File: config.mk
export PLATFORM = sky130hd
export DESIGN_NAME = imem_arbiter_flat
export DESIGN_NICKNAME = d
export VERILOG_FILES = /design/src/rtl/imem_arbiter_if.sv /design/src/rtl/imem_arbiter.sv /design/src/flat_wrapper.sv
export SDC_FILE = /design/constraint.sdc
export NUM_CORES = 1
export LEC_CHECK = 0
export CAP_MARGIN = 20
export CORE_AREA = 2 2 84 86
export CTS_BUF_LIST = sky130_fd_sc_hd__clkbuf_4
export CTS_CLUSTER_DIAMETER = 200
export DETAILED_ROUTE_END_ITERATION = 7
export DIE_AREA = 0 0 86 88
export GPL_TIMING_DRIVEN = 0
export MAX_ROUTING_LAYER = met4
export PLACE_DENSITY = 0.8
export SLEW_MARGIN = 20
export SYNTH_ARGS = -nofsm -noshare
export SYNTH_HDL_FRONTEND = slang
export SYNTH_SLANG_ARGS = --single-unit
File: constraint.sdc
create_clock -name i_clk -period 1.9 [get_ports i_clk]
set_input_delay 0.38 -clock i_clk [delete_from_list [all_inputs] [get_ports i_clk]]
set_output_delay 0.38 -clock i_clk [all_outputs]
set_load 0.05 [all_outputs]
File: src/rtl/imem_arbiter_if.sv
// imem_arbiter_if: bundle of the Fetch, loader and memory-port signals served by imem_arbiter.
// Signal names keep the arbiter's point of view (i_* driven into the arbiter, o_* driven by it).
//   Fetch  : i_f_req, i_f_pc, i_f_flush -> o_f_gnt, o_f_rvalid, o_f_instr
//   Loader : i_l_valid, i_l_addr, i_l_wdata, i_l_done -> o_l_ready, o_l_err, o_boot
//   Memory : o_m_en, o_m_we, o_m_addr, o_m_wdata <- i_m_rdata
// Modports: slave = the arbiter, master = the surrounding requesters plus memory.
interface imem_arbiter_if #(
    parameter int unsigned DEPTH_LOG2 = 14
);
    logic                  i_f_req;
    logic [31:0]           i_f_pc;
    logic                  i_f_flush;
    logic                  o_f_gnt;
    logic                  o_f_rvalid;
    logic [31:0]           o_f_instr;

    logic                  i_l_valid;
    logic [31:0]           i_l_addr;
    logic [31:0]           i_l_wdata;
    logic                  i_l_done;
    logic                  o_l_ready;
    logic                  o_l_err;
    logic                  o_boot;

    logic                  o_m_en;
    logic                  o_m_we;
    logic [DEPTH_LOG2-1:0] o_m_addr;
    logic [31:0]           o_m_wdata;
    logic [31:0]           i_m_rdata;

    modport slave (
        input  i_f_req, i_f_pc, i_f_flush, i_l_valid, i_l_addr, i_l_wdata, i_l_done, i_m_rdata,
        output o_f_gnt, o_f_rvalid, o_f_instr, o_l_ready, o_l_err, o_boot,
        output o_m_en, o_m_we, o_m_addr, o_m_wdata
    );

    modport master (
        output i_f_req, i_f_pc, i_f_flush, i_l_valid, i_l_addr, i_l_wdata, i_l_done, i_m_rdata,
        input  o_f_gnt, o_f_rvalid, o_f_instr, o_l_ready, o_l_err, o_boot,
        input  o_m_en, o_m_we, o_m_addr, o_m_wdata
    );
endinterface

File: src/rtl/imem_arbiter.sv
// imem_arbiter: shares the single instruction-memory port between the Fetch stage (reads) and
// the program loader (writes). BOOT serves only the loader; an i_l_done pulse moves to RUN,
// where Fetch has fixed priority. Read data returns one cycle after grant; reads killed by a
// flush return NOP (0x00000013).
// Ports:
//   i_clk   : clock, rising edge
//   i_reset : asynchronous active-low reset
//   bus     : imem_arbiter_if.slave carrying the Fetch, loader and memory-port signals
// Optional feature: define IMEM_ARB_STARVE_EN to force a starving loader write through after
// STARVE_LIMIT consecutive lost cycles in RUN.
module imem_arbiter #(
    parameter int unsigned DEPTH_LOG2   = 14,
    parameter int unsigned STARVE_LIMIT = 8
) (
    input  logic          i_clk,
    input  logic          i_reset,
    imem_arbiter_if.slave bus
);
    localparam logic [31:0] Nop = 32'h0000_0013;

    typedef enum logic [0:0] {StBoot, StRun} state_e;

    state_e state_q, state_d;
    logic   rd_pend_q, rd_kill_q;
    logic   l_err_q;
    logic   l_illegal;
    logic   starve_force;
    logic   f_gnt, l_ready;

    // PC byte-offset and out-of-range bits never reach the memory.
    logic unused_pc;
    assign unused_pc = ^{bus.i_f_pc[31:DEPTH_LOG2+2], bus.i_f_pc[1:0]};

    assign l_illegal = (bus.i_l_addr[1:0] != 2'b00) ||
                       ((bus.i_l_addr >> (DEPTH_LOG2 + 2)) != 32'd0);

    // State register
    always_ff @(posedge i_clk or negedge i_reset) begin
        if (!i_reset) begin
            state_q <= StBoot;
        end else begin
            state_q <= state_d;
        end
    end

    // Next-state logic; RUN is left only through reset
    always_comb begin
        state_d = state_q;
        if (state_q == StBoot && bus.i_l_done) begin
            state_d = StRun;
        end
    end

    // Output logic; grants are forced low while reset is asserted
    always_comb begin
        f_gnt         = 1'b0;
        l_ready       = 1'b0;
        bus.o_m_en    = 1'b0;
        bus.o_m_we    = 1'b0;
        bus.o_m_addr  = '0;
        bus.o_m_wdata = '0;
        if (i_reset) begin
            unique case (state_q)
                StBoot: l_ready = bus.i_l_valid;
                StRun: begin
                    if (starve_force) begin
                        l_ready = 1'b1;
                    end else begin
                        f_gnt   = bus.i_f_req;
                        l_ready = bus.i_l_valid & ~bus.i_f_req;
                    end
                end
                default: ;
            endcase
        end
        if (f_gnt) begin
            bus.o_m_en   = 1'b1;
            bus.o_m_addr = bus.i_f_pc[DEPTH_LOG2+1:2];
        end else if (l_ready && !l_illegal) begin
            // Illegal writes are handshaken but never reach the array.
            bus.o_m_en    = 1'b1;
            bus.o_m_we    = 1'b1;
            bus.o_m_addr  = bus.i_l_addr[DEPTH_LOG2+1:2];
            bus.o_m_wdata = bus.i_l_wdata;
        end
    end

    assign bus.o_f_gnt   = f_gnt;
    assign bus.o_l_ready = l_ready;
    assign bus.o_boot    = (state_q == StBoot);
    assign bus.o_l_err   = l_err_q;

    // Read tracking and sticky loader error
    always_ff @(posedge i_clk or negedge i_reset) begin
        if (!i_reset) begin
            rd_pend_q <= 1'b0;
            rd_kill_q <= 1'b0;
            l_err_q   <= 1'b0;
        end else begin
            rd_pend_q <= f_gnt;
            if (f_gnt) begin
                rd_kill_q <= bus.i_f_flush;
            end
            if (l_ready && l_illegal) begin
                l_err_q <= 1'b1;
            end
        end
    end

    // A flush in the return cycle kills that return as well as the read being issued.
    assign bus.o_f_rvalid = rd_pend_q;
    assign bus.o_f_instr  = (rd_pend_q && !rd_kill_q && !bus.i_f_flush) ? bus.i_m_rdata : Nop;

`ifdef IMEM_ARB_STARVE_EN
    localparam int unsigned CntW = $clog2(STARVE_LIMIT + 1);

    logic [CntW-1:0] starve_cnt_q, starve_cnt_d;

    always_comb begin
        starve_cnt_d = starve_cnt_q;
        if (!bus.i_l_valid || l_ready) begin
            starve_cnt_d = '0;
        end else if (state_q == StRun && starve_cnt_q < CntW'(STARVE_LIMIT)) begin
            starve_cnt_d = starve_cnt_q + CntW'(1);
        end
    end

    always_ff @(posedge i_clk or negedge i_reset) begin
        if (!i_reset) begin
            starve_cnt_q <= '0;
        end else begin
            starve_cnt_q <= starve_cnt_d;
        end
    end

    assign starve_force = (state_q == StRun) && bus.i_l_valid &&
                          (starve_cnt_q >= CntW'(STARVE_LIMIT));
`else
    assign starve_force = 1'b0;
`endif
endmodule
File: src/flat_wrapper.sv
// flat-port wrapper written by rule: the top's interface ports become plain ports
module imem_arbiter_flat 
#(
    parameter int unsigned DEPTH_LOG2   = 14,
    parameter int unsigned STARVE_LIMIT = 8
)
  (i_clk, i_reset, bus_i_f_req, bus_i_f_pc, bus_i_f_flush, bus_i_l_valid, bus_i_l_addr, bus_i_l_wdata, bus_i_l_done, bus_i_m_rdata, bus_o_f_gnt, bus_o_f_rvalid, bus_o_f_instr, bus_o_l_ready, bus_o_l_err, bus_o_boot, bus_o_m_en, bus_o_m_we, bus_o_m_addr, bus_o_m_wdata);
  imem_arbiter_if #(.DEPTH_LOG2(DEPTH_LOG2)) bus_i ();
  input  logic i_clk;
  input  logic i_reset;
  input wire logic [$bits(bus_i.i_f_req)-1:0] bus_i_f_req;
  input wire logic [$bits(bus_i.i_f_pc)-1:0] bus_i_f_pc;
  input wire logic [$bits(bus_i.i_f_flush)-1:0] bus_i_f_flush;
  input wire logic [$bits(bus_i.i_l_valid)-1:0] bus_i_l_valid;
  input wire logic [$bits(bus_i.i_l_addr)-1:0] bus_i_l_addr;
  input wire logic [$bits(bus_i.i_l_wdata)-1:0] bus_i_l_wdata;
  input wire logic [$bits(bus_i.i_l_done)-1:0] bus_i_l_done;
  input wire logic [$bits(bus_i.i_m_rdata)-1:0] bus_i_m_rdata;
  output wire logic [$bits(bus_i.o_f_gnt)-1:0] bus_o_f_gnt;
  output wire logic [$bits(bus_i.o_f_rvalid)-1:0] bus_o_f_rvalid;
  output wire logic [$bits(bus_i.o_f_instr)-1:0] bus_o_f_instr;
  output wire logic [$bits(bus_i.o_l_ready)-1:0] bus_o_l_ready;
  output wire logic [$bits(bus_i.o_l_err)-1:0] bus_o_l_err;
  output wire logic [$bits(bus_i.o_boot)-1:0] bus_o_boot;
  output wire logic [$bits(bus_i.o_m_en)-1:0] bus_o_m_en;
  output wire logic [$bits(bus_i.o_m_we)-1:0] bus_o_m_we;
  output wire logic [$bits(bus_i.o_m_addr)-1:0] bus_o_m_addr;
  output wire logic [$bits(bus_i.o_m_wdata)-1:0] bus_o_m_wdata;
  assign bus_i.i_f_req = bus_i_f_req;
  assign bus_i.i_f_pc = bus_i_f_pc;
  assign bus_i.i_f_flush = bus_i_f_flush;
  assign bus_i.i_l_valid = bus_i_l_valid;
  assign bus_i.i_l_addr = bus_i_l_addr;
  assign bus_i.i_l_wdata = bus_i_l_wdata;
  assign bus_i.i_l_done = bus_i_l_done;
  assign bus_i.i_m_rdata = bus_i_m_rdata;
  assign bus_o_f_gnt = bus_i.o_f_gnt;
  assign bus_o_f_rvalid = bus_i.o_f_rvalid;
  assign bus_o_f_instr = bus_i.o_f_instr;
  assign bus_o_l_ready = bus_i.o_l_ready;
  assign bus_o_l_err = bus_i.o_l_err;
  assign bus_o_boot = bus_i.o_boot;
  assign bus_o_m_en = bus_i.o_m_en;
  assign bus_o_m_we = bus_i.o_m_we;
  assign bus_o_m_addr = bus_i.o_m_addr;
  assign bus_o_m_wdata = bus_i.o_m_wdata;
  imem_arbiter #(.DEPTH_LOG2(DEPTH_LOG2), .STARVE_LIMIT(STARVE_LIMIT)) u_core (.i_clk(i_clk), .i_reset(i_reset), .bus(bus_i));
endmodule
==> results of run 1 <==
## critical path: stages
cell and delay, ps:
buf_6 90, nor4_4 350, nand2_4 130, buf_12 160
buf_16 140, buf_12 130, nor4_4 160, buf_6 200
## power groups by stage
stage | logic (uW) | clock network [uW] | registers [uW]
2_1_floorplan | 265 | 0 | 97.2
3_3_place_gp | 587 | 0 | 93.3
3_5_place_dp | 593 | 0 | 94.1
4_1_cts | 640 | 114 | 94.2
5_1_grt | 691 | 120 | 94.0
6_report | 658 | 109 | 93.9
## metal layers
layer / track usage [%] / part of all wire (%) / wire, um / vias to the layer above
li1: - / - / - / 1108
met1: 20.6 / 34 / 2680 / 1038
met5: - / 0 / 0 / -
met2: 37.4 / 56 / 4420 / 120
met3: 4.71 / 9.0 / 709 / 4
met4: 3.61 / 0.59 / 46 / 0
## cell families (layout without fill, tap and decap cells)
group           after synthesis  after routing  share of synthesized area (%)
buf+inv                      57            293                           20.5
mux                           1              1                          0.932
flops                         4              4                           8.28
compound gates               16             16                           10.0
simple gates                107            107                           60.2
## timing repair
item	4_1_cts	5_1_grt
gates cloned	9	1
setup endpoints to repair	83	82
resized for setup	639	68
pin swaps	34	36
endpoints found under the hold margin	4	0
buffers inserted	23	5
hold buffers	1	0
## flip-flops by register name, indices dropped and copies added, names as in the netlist
name	flops
u_core.state_q	1
u_core.bus.o_l_err	1
u_core.bus.o_f_rvalid	1
u_core.rd_kill_q	1
## worst min path at each step
stage	end	startpoint	slack, ps
2_1_floorplan	u_core.bus.o_f_rvalid	i_reset	80
3_3_place_gp	u_core.rd_kill_q	u_core.rd_kill_q	510
3_5_place_dp	u_core.state_q	u_core.state_q	520
4_1_cts	u_core.bus.o_l_err	bus_i_l_addr[27]	530
5_1_grt	u_core.bus.o_l_err	i_reset	560
6_report	u_core.bus.o_l_err	bus_i_l_addr[31]	530
## Yosys cell counts
library cell  number
buf_2              6
nand3_1           16
a2bb2oi_1          1
inv_1             36
buf_4              1
dfrtp_1            4
nand2b_1           3
nor3_2             1
buf_6              3
nor3b_1            1
nand2_1           17
nor2_1             1
mux2_2             1
and3_1             1
or2_2              1
clkbuf_1          11
o31ai_1           15
nor4_1            17
nor4_2            19
and2_1            30
## through the flow
step | utilization, % | total power [uW] | worst slack, ps
finish | 72.9 | 861 | -229
global route | 72.9 | 905 | -291
floorplan | - | 362 | -280
global placement | 61.8 | 680 | -1330
CTS | 70.8 | 848 | -268
detailed placement | 61.8 | 687 | -1380
## final cells by class
class / instances / area, um^2 / share of cell area [%]
plain buffers: 16 / 302 / 6.23
flip-flops and latches: 4 / 101 / 2.09
repair buffers: 238 / 2580 / 53.2
multi-input cells: 124 / 1610 / 33.1
inverters: 36 / 135 / 2.79
well taps: 80 / 100 / 2.07
clock buffers: 3 / 22.5 / 0.465
==> impl_metrics.ini, run 1 <==
[critical_path]
startpoint = bus_i_l_addr[26]
startpoint_type = input port
path_class = in2out
r2r-start = u_core.state_q
rrSetupSlack_ps = 770
r2r_end = u_core.rd_kill_q
cp_max_fo = 5
crit_end = bus_o_m_wdata[30]
worstPathArrival_ps = 1750
end_kind = output port
worstPathRequired_ps = 1520
worst_r2r_path_depth = 2

[cells_and_area]
final_common_cell = clkdlybuf4s50_1
fin_cells = 501
finish.instance_area_mm2 = 0.00484
mostFrequentLayoutCells = clkdlybuf4s50_1, buf_6, inv_1, nor4_4, buf_4
n_fill_cell = 494
diodes = 0
syn2layout_area_growth_pct = 301
final_layout_size_suffix_gt1_share_pct = 58.0
fin_nets = 557

[drt]
wl_um = 7850
drt_iter0_markers = 47
firstDrtPassIters = 4
dr_total_vias = 2270
wl_per_cell_um = 15.7
viasPerCell = 4.53
drc = 0
ant_nets = 0

[die]
dieArea_mm2 = 0.00757
num_rows = 30
start_util_pct = 18.2
core_mm2 = 0.00664
num_io_pins = 219
die_h_um = 88
fp.dieW_um = 86

[sta]
worst_slack_ps = -229
final_hold_viol_count = 0
worst_pin_slew_ps = 521
period_needed_ps = 2130
post-route-period-util_pct = 112
relSlewSlack_pct = 65.1
hold_slack_ps = 534
max_freq_mhz = 470
grt_setup_unrepaired = true
fin_setup_tns_ps = -7280
drv_slew = 0
setup_viol_count_final = 49
clock_skew_ps = 3.94

[power]
switchingPower_uw = 340
ir_worst_vdd_mv = 0.0814
switching_share_pct = 39.5
seq_power_share_pct = 10.9
comb_power_share_pct = 76.4
p_leak_uw = 0.00222
p_per_area_mw_per_mm2 = 178
clkPwrFrac_pct = 12.7
p_int_uw = 521

[run]
cap_violations = 0

[synthesis]
syn_avg_cell_area_um2 = 6.53
ys_top_cells_by_area = nor4_2, and2_1, inv_1
synthCells = 185
ys_types = 20
netlist_area_mm2 = 0.00121
yosys_register_bits = 4
synth_warnings = 0
ys_seq_area_share_pct = 8.28
syn_nets = 319
synth_largest_area_cell = nor4_2
synth_top_area_share_pct = 19.7

[global_route]
grt_pass1_vias = 2196
grt_max_degree = 12
grt_pass1_wl_um = 11500
antenna_found_initial = 0
grt_remaining_overflow = 0
grt_use_total_pct = 19.6

[clocking]
cts_buffers = 3
root_buffer = clkbuf_4
ctsLongestPathBuffers = 2
cts_sinks = 4
htreeDepth = 1
clkTransAtPathRegs_ps = 40
cts_tree = done
clock_latency_ps = 240

[placement]
globalplace.congestion = 0.695
dp_hpwl_um = 5820
postPlaceCellArea_mm2 = 0.00410
port_buffers = 200
dp.cells = 465

[worst_hold_path]
min_path_cells = 4
hold_class = in2reg

[outcome]
violations = negative setup slack
outcome = complete, but fails checks
(Power assumes the default switching activity.)
==> run 2: changes to the inputs <==
--- a/config.mk
+++ b/config.mk
@@ -5,15 +5,17 @@
 export SDC_FILE = /design/constraint.sdc
 export NUM_CORES = 1
 export LEC_CHECK = 0
+export ABC_AREA = 1
 export CAP_MARGIN = 20
-export CORE_AREA = 2 2 84 86
+export CORE_AREA = 2 2 85 87
 export CTS_BUF_LIST = sky130_fd_sc_hd__clkbuf_4
 export CTS_CLUSTER_DIAMETER = 200
+export CTS_CLUSTER_SIZE = 10
 export DETAILED_ROUTE_END_ITERATION = 7
-export DIE_AREA = 0 0 86 88
+export DIE_AREA = 0 0 87 89
 export GPL_TIMING_DRIVEN = 0
 export MAX_ROUTING_LAYER = met4
-export PLACE_DENSITY = 0.8
+export PLACE_DENSITY = 0.79
 export SLEW_MARGIN = 20
 export SYNTH_ARGS = -nofsm -noshare
 export SYNTH_HDL_FRONTEND = slang
==> impl_metrics.ini, run 2 <==
[outcome]
outcome = complete, but fails checks
violations = negative setup slack

[drt]
viasPerCell = 3.94
wl_per_cell_um = 12.7
ant_nets = 0
firstDrtPassIters = 3
drc = 0
wl_um = 6570
dr_total_vias = 2045
drt_iter0_markers = 38

[synthesis]
synth_largest_area_cell = nor2_4
synth_edf_count = 0
async_flop_share_pct = 100
syn_avg_cell_area_um2 = 5.68
ys.flop_type = dfrtp_1
synth_warnings = 0
synthMostInstantiatedCell = inv_1
syn_nets = 350
netlist_area_mm2 = 0.00123
ys_top_cells_by_count = inv_1, nor2_1, nand2_1, nor2_4, nand3_1
ys_seq_area_share_pct = 8.15
synthCells = 216
synth_top_area_share_pct = 25.7
yosys_register_bits = 4
ys_top_cells_by_area = nor2_4, inv_1, nor2_1
ys_types = 19

[die]
dieArea_mm2 = 0.00774
core_mm2 = 0.00672
num_io_pins = 219
start_util_pct = 18.3
num_rows = 30
die_h_um = 89
fp.dieW_um = 87

[critical_path]
cp_cell_sequence = buf_6, nor2_4, nand2_1, nor2_4, nand2_4, nor2_8, nand2_8, buf_12, buf_12, nor2_4, buf_8
startpoint_type = input port
critPathMaxStageDelay_ps = 170
cp_max_fo = 6
slowest_stage = nor2_8
end_kind = output port
path_class = in2out
crit_top_cell = nor2_4
worstPathRequired_ps = 1520
worstPathArrival_ps = 1670

[placement]
port_buffers = 200
place_ws_ps = -1350
dp_hpwl_um = 5020
globalplace.congestion = 0.772
dp.cells = 496

[worst_hold_path]
hold_class = in2async

[clocking]
cts_buffers = 3
root_buffer = clkbuf_4
htreeDepth = 1
ctsHoldBuffers = 0
cts_tree = done
cts_sinks = 4
clock_latency_ps = 230
clkTransAtPathRegs_ps = 40
ctsLongestPathBuffers = 2

[cells_and_area]
final_common_cell = clkdlybuf4s50_1
fin_nets = 574
postLayoutCoreUtil_pct = 57.2
syn2layout_area_growth_pct = 213
mostFrequentLayoutCells = clkdlybuf4s50_1, inv_1, buf_6
multi_input_area_um2 = 967
layout.area.seq_um2 = 100
final_layout_size_suffix_gt1_share_pct = 47.5
n_fill_cell = 619
fin_cells = 519

[power]
p_per_area_mw_per_mm2 = 199
power.total_uw = 766
p_leak_uw = 0.00198
ir_worst_vdd_mv = 0.0963

[global_route]
grt_remaining_overflow = 0
grt_max_degree = 12
antenna_found_initial = 0
grt_pass1_vias = 2014
grt_pass1_wl_um = 9720
grt_use_total_pct = 16.5

[sta]
max_freq_mhz = 487
relSlewSlack_pct = 64.5
post-route-period-util_pct = 108
fin_setup_tns_ps = -2490
clock_skew_ps = 4.79
drv_slew = 0
worst_pin_slew_ps = 532
period_needed_ps = 2050
grt_setup_unrepaired = true
final_hold_viol_count = 0
setup_viol_count_final = 44
worst_slack_ps = -153

[run]
cap_violations = 0
run 2: worst paths after layout:
kind                                     from                  to  slack (ps)  cells after the start
max in group asynchronous             i_reset    u_core.rd_kill_q        1690                      1
max                          bus_i_l_addr[27]   bus_o_m_wdata[27]        -150                     11
max reg2reg                    u_core.state_q  u_core.bus.o_l_err         480                      8
min                                   i_reset  u_core.bus.o_l_err          60                      1
min in group i_clk         u_core.bus.o_l_err  u_core.bus.o_l_err         500                      2
min reg2reg                u_core.bus.o_l_err  u_core.bus.o_l_err         500                      2
run 2: through the flow:
stage / hold slack, ps / instance area [um^2]
finish: 57.6 / 3840
global route: 49.8 / 3840
CTS: 55.1 / 3710
detailed placement: 482 / 3360
global placement: 454 / 3360
floorplan: 84.4 / 1260
run 2: where the power goes:
| part | switching, uW | total [uW] | internal (uW) |
|---|---|---|---|
| Combinational | 266 | 570 | 304 |
| Clock | 33.4 | 104 | 70.6 |
| Sequential | 2.34 | 91.8 | 89.5 |
run 2: cells by family after synthesis:
kind of cell           Yosys count  synth area share [%]
AOI/OAI and AO/OA                2                 0.816
buffers and inverters           78                  28.4
DFF                              4                  8.16
and+or+nand+nor                132                  62.6
run 2: worst max-delay path, delay by kind of cell:
kind / cells / cell delay [ps]
AND/OR/NAND/NOR: 7 / 760
buffers and inverters: 4 / 510
run 2: timing repair:
action / CTS / global route
setup endpoints to repair: 82 / 76
gates resized for setup: 639 / 62
setup buffers: 12 / 5
gates cloned: 6 / 0
pin swaps: 16 / 27
run 2: cell type report:
class | count | share of cell area [%]
flip-flops and latches | 4 | 2.60
plain buffers | 10 | 3.68
repair buffers | 219 | 58.6
inverters | 68 | 6.70
diodes | 1 | 0.0651
clock buffers | 3 | 0.586
well taps | 80 | 2.60
multi-input cells | 134 | 25.2
run 2: layer usage:
layer / wire, um / vias to the layer above / track usage, %
li1: - / 1040 / -
met1: 2470 / 907 / 18.6
met2: 3600 / 94 / 30.0
met3: 455 / 4 / 4.16
met4: 40 / 0 / 2.41
met5: 0 / - / -
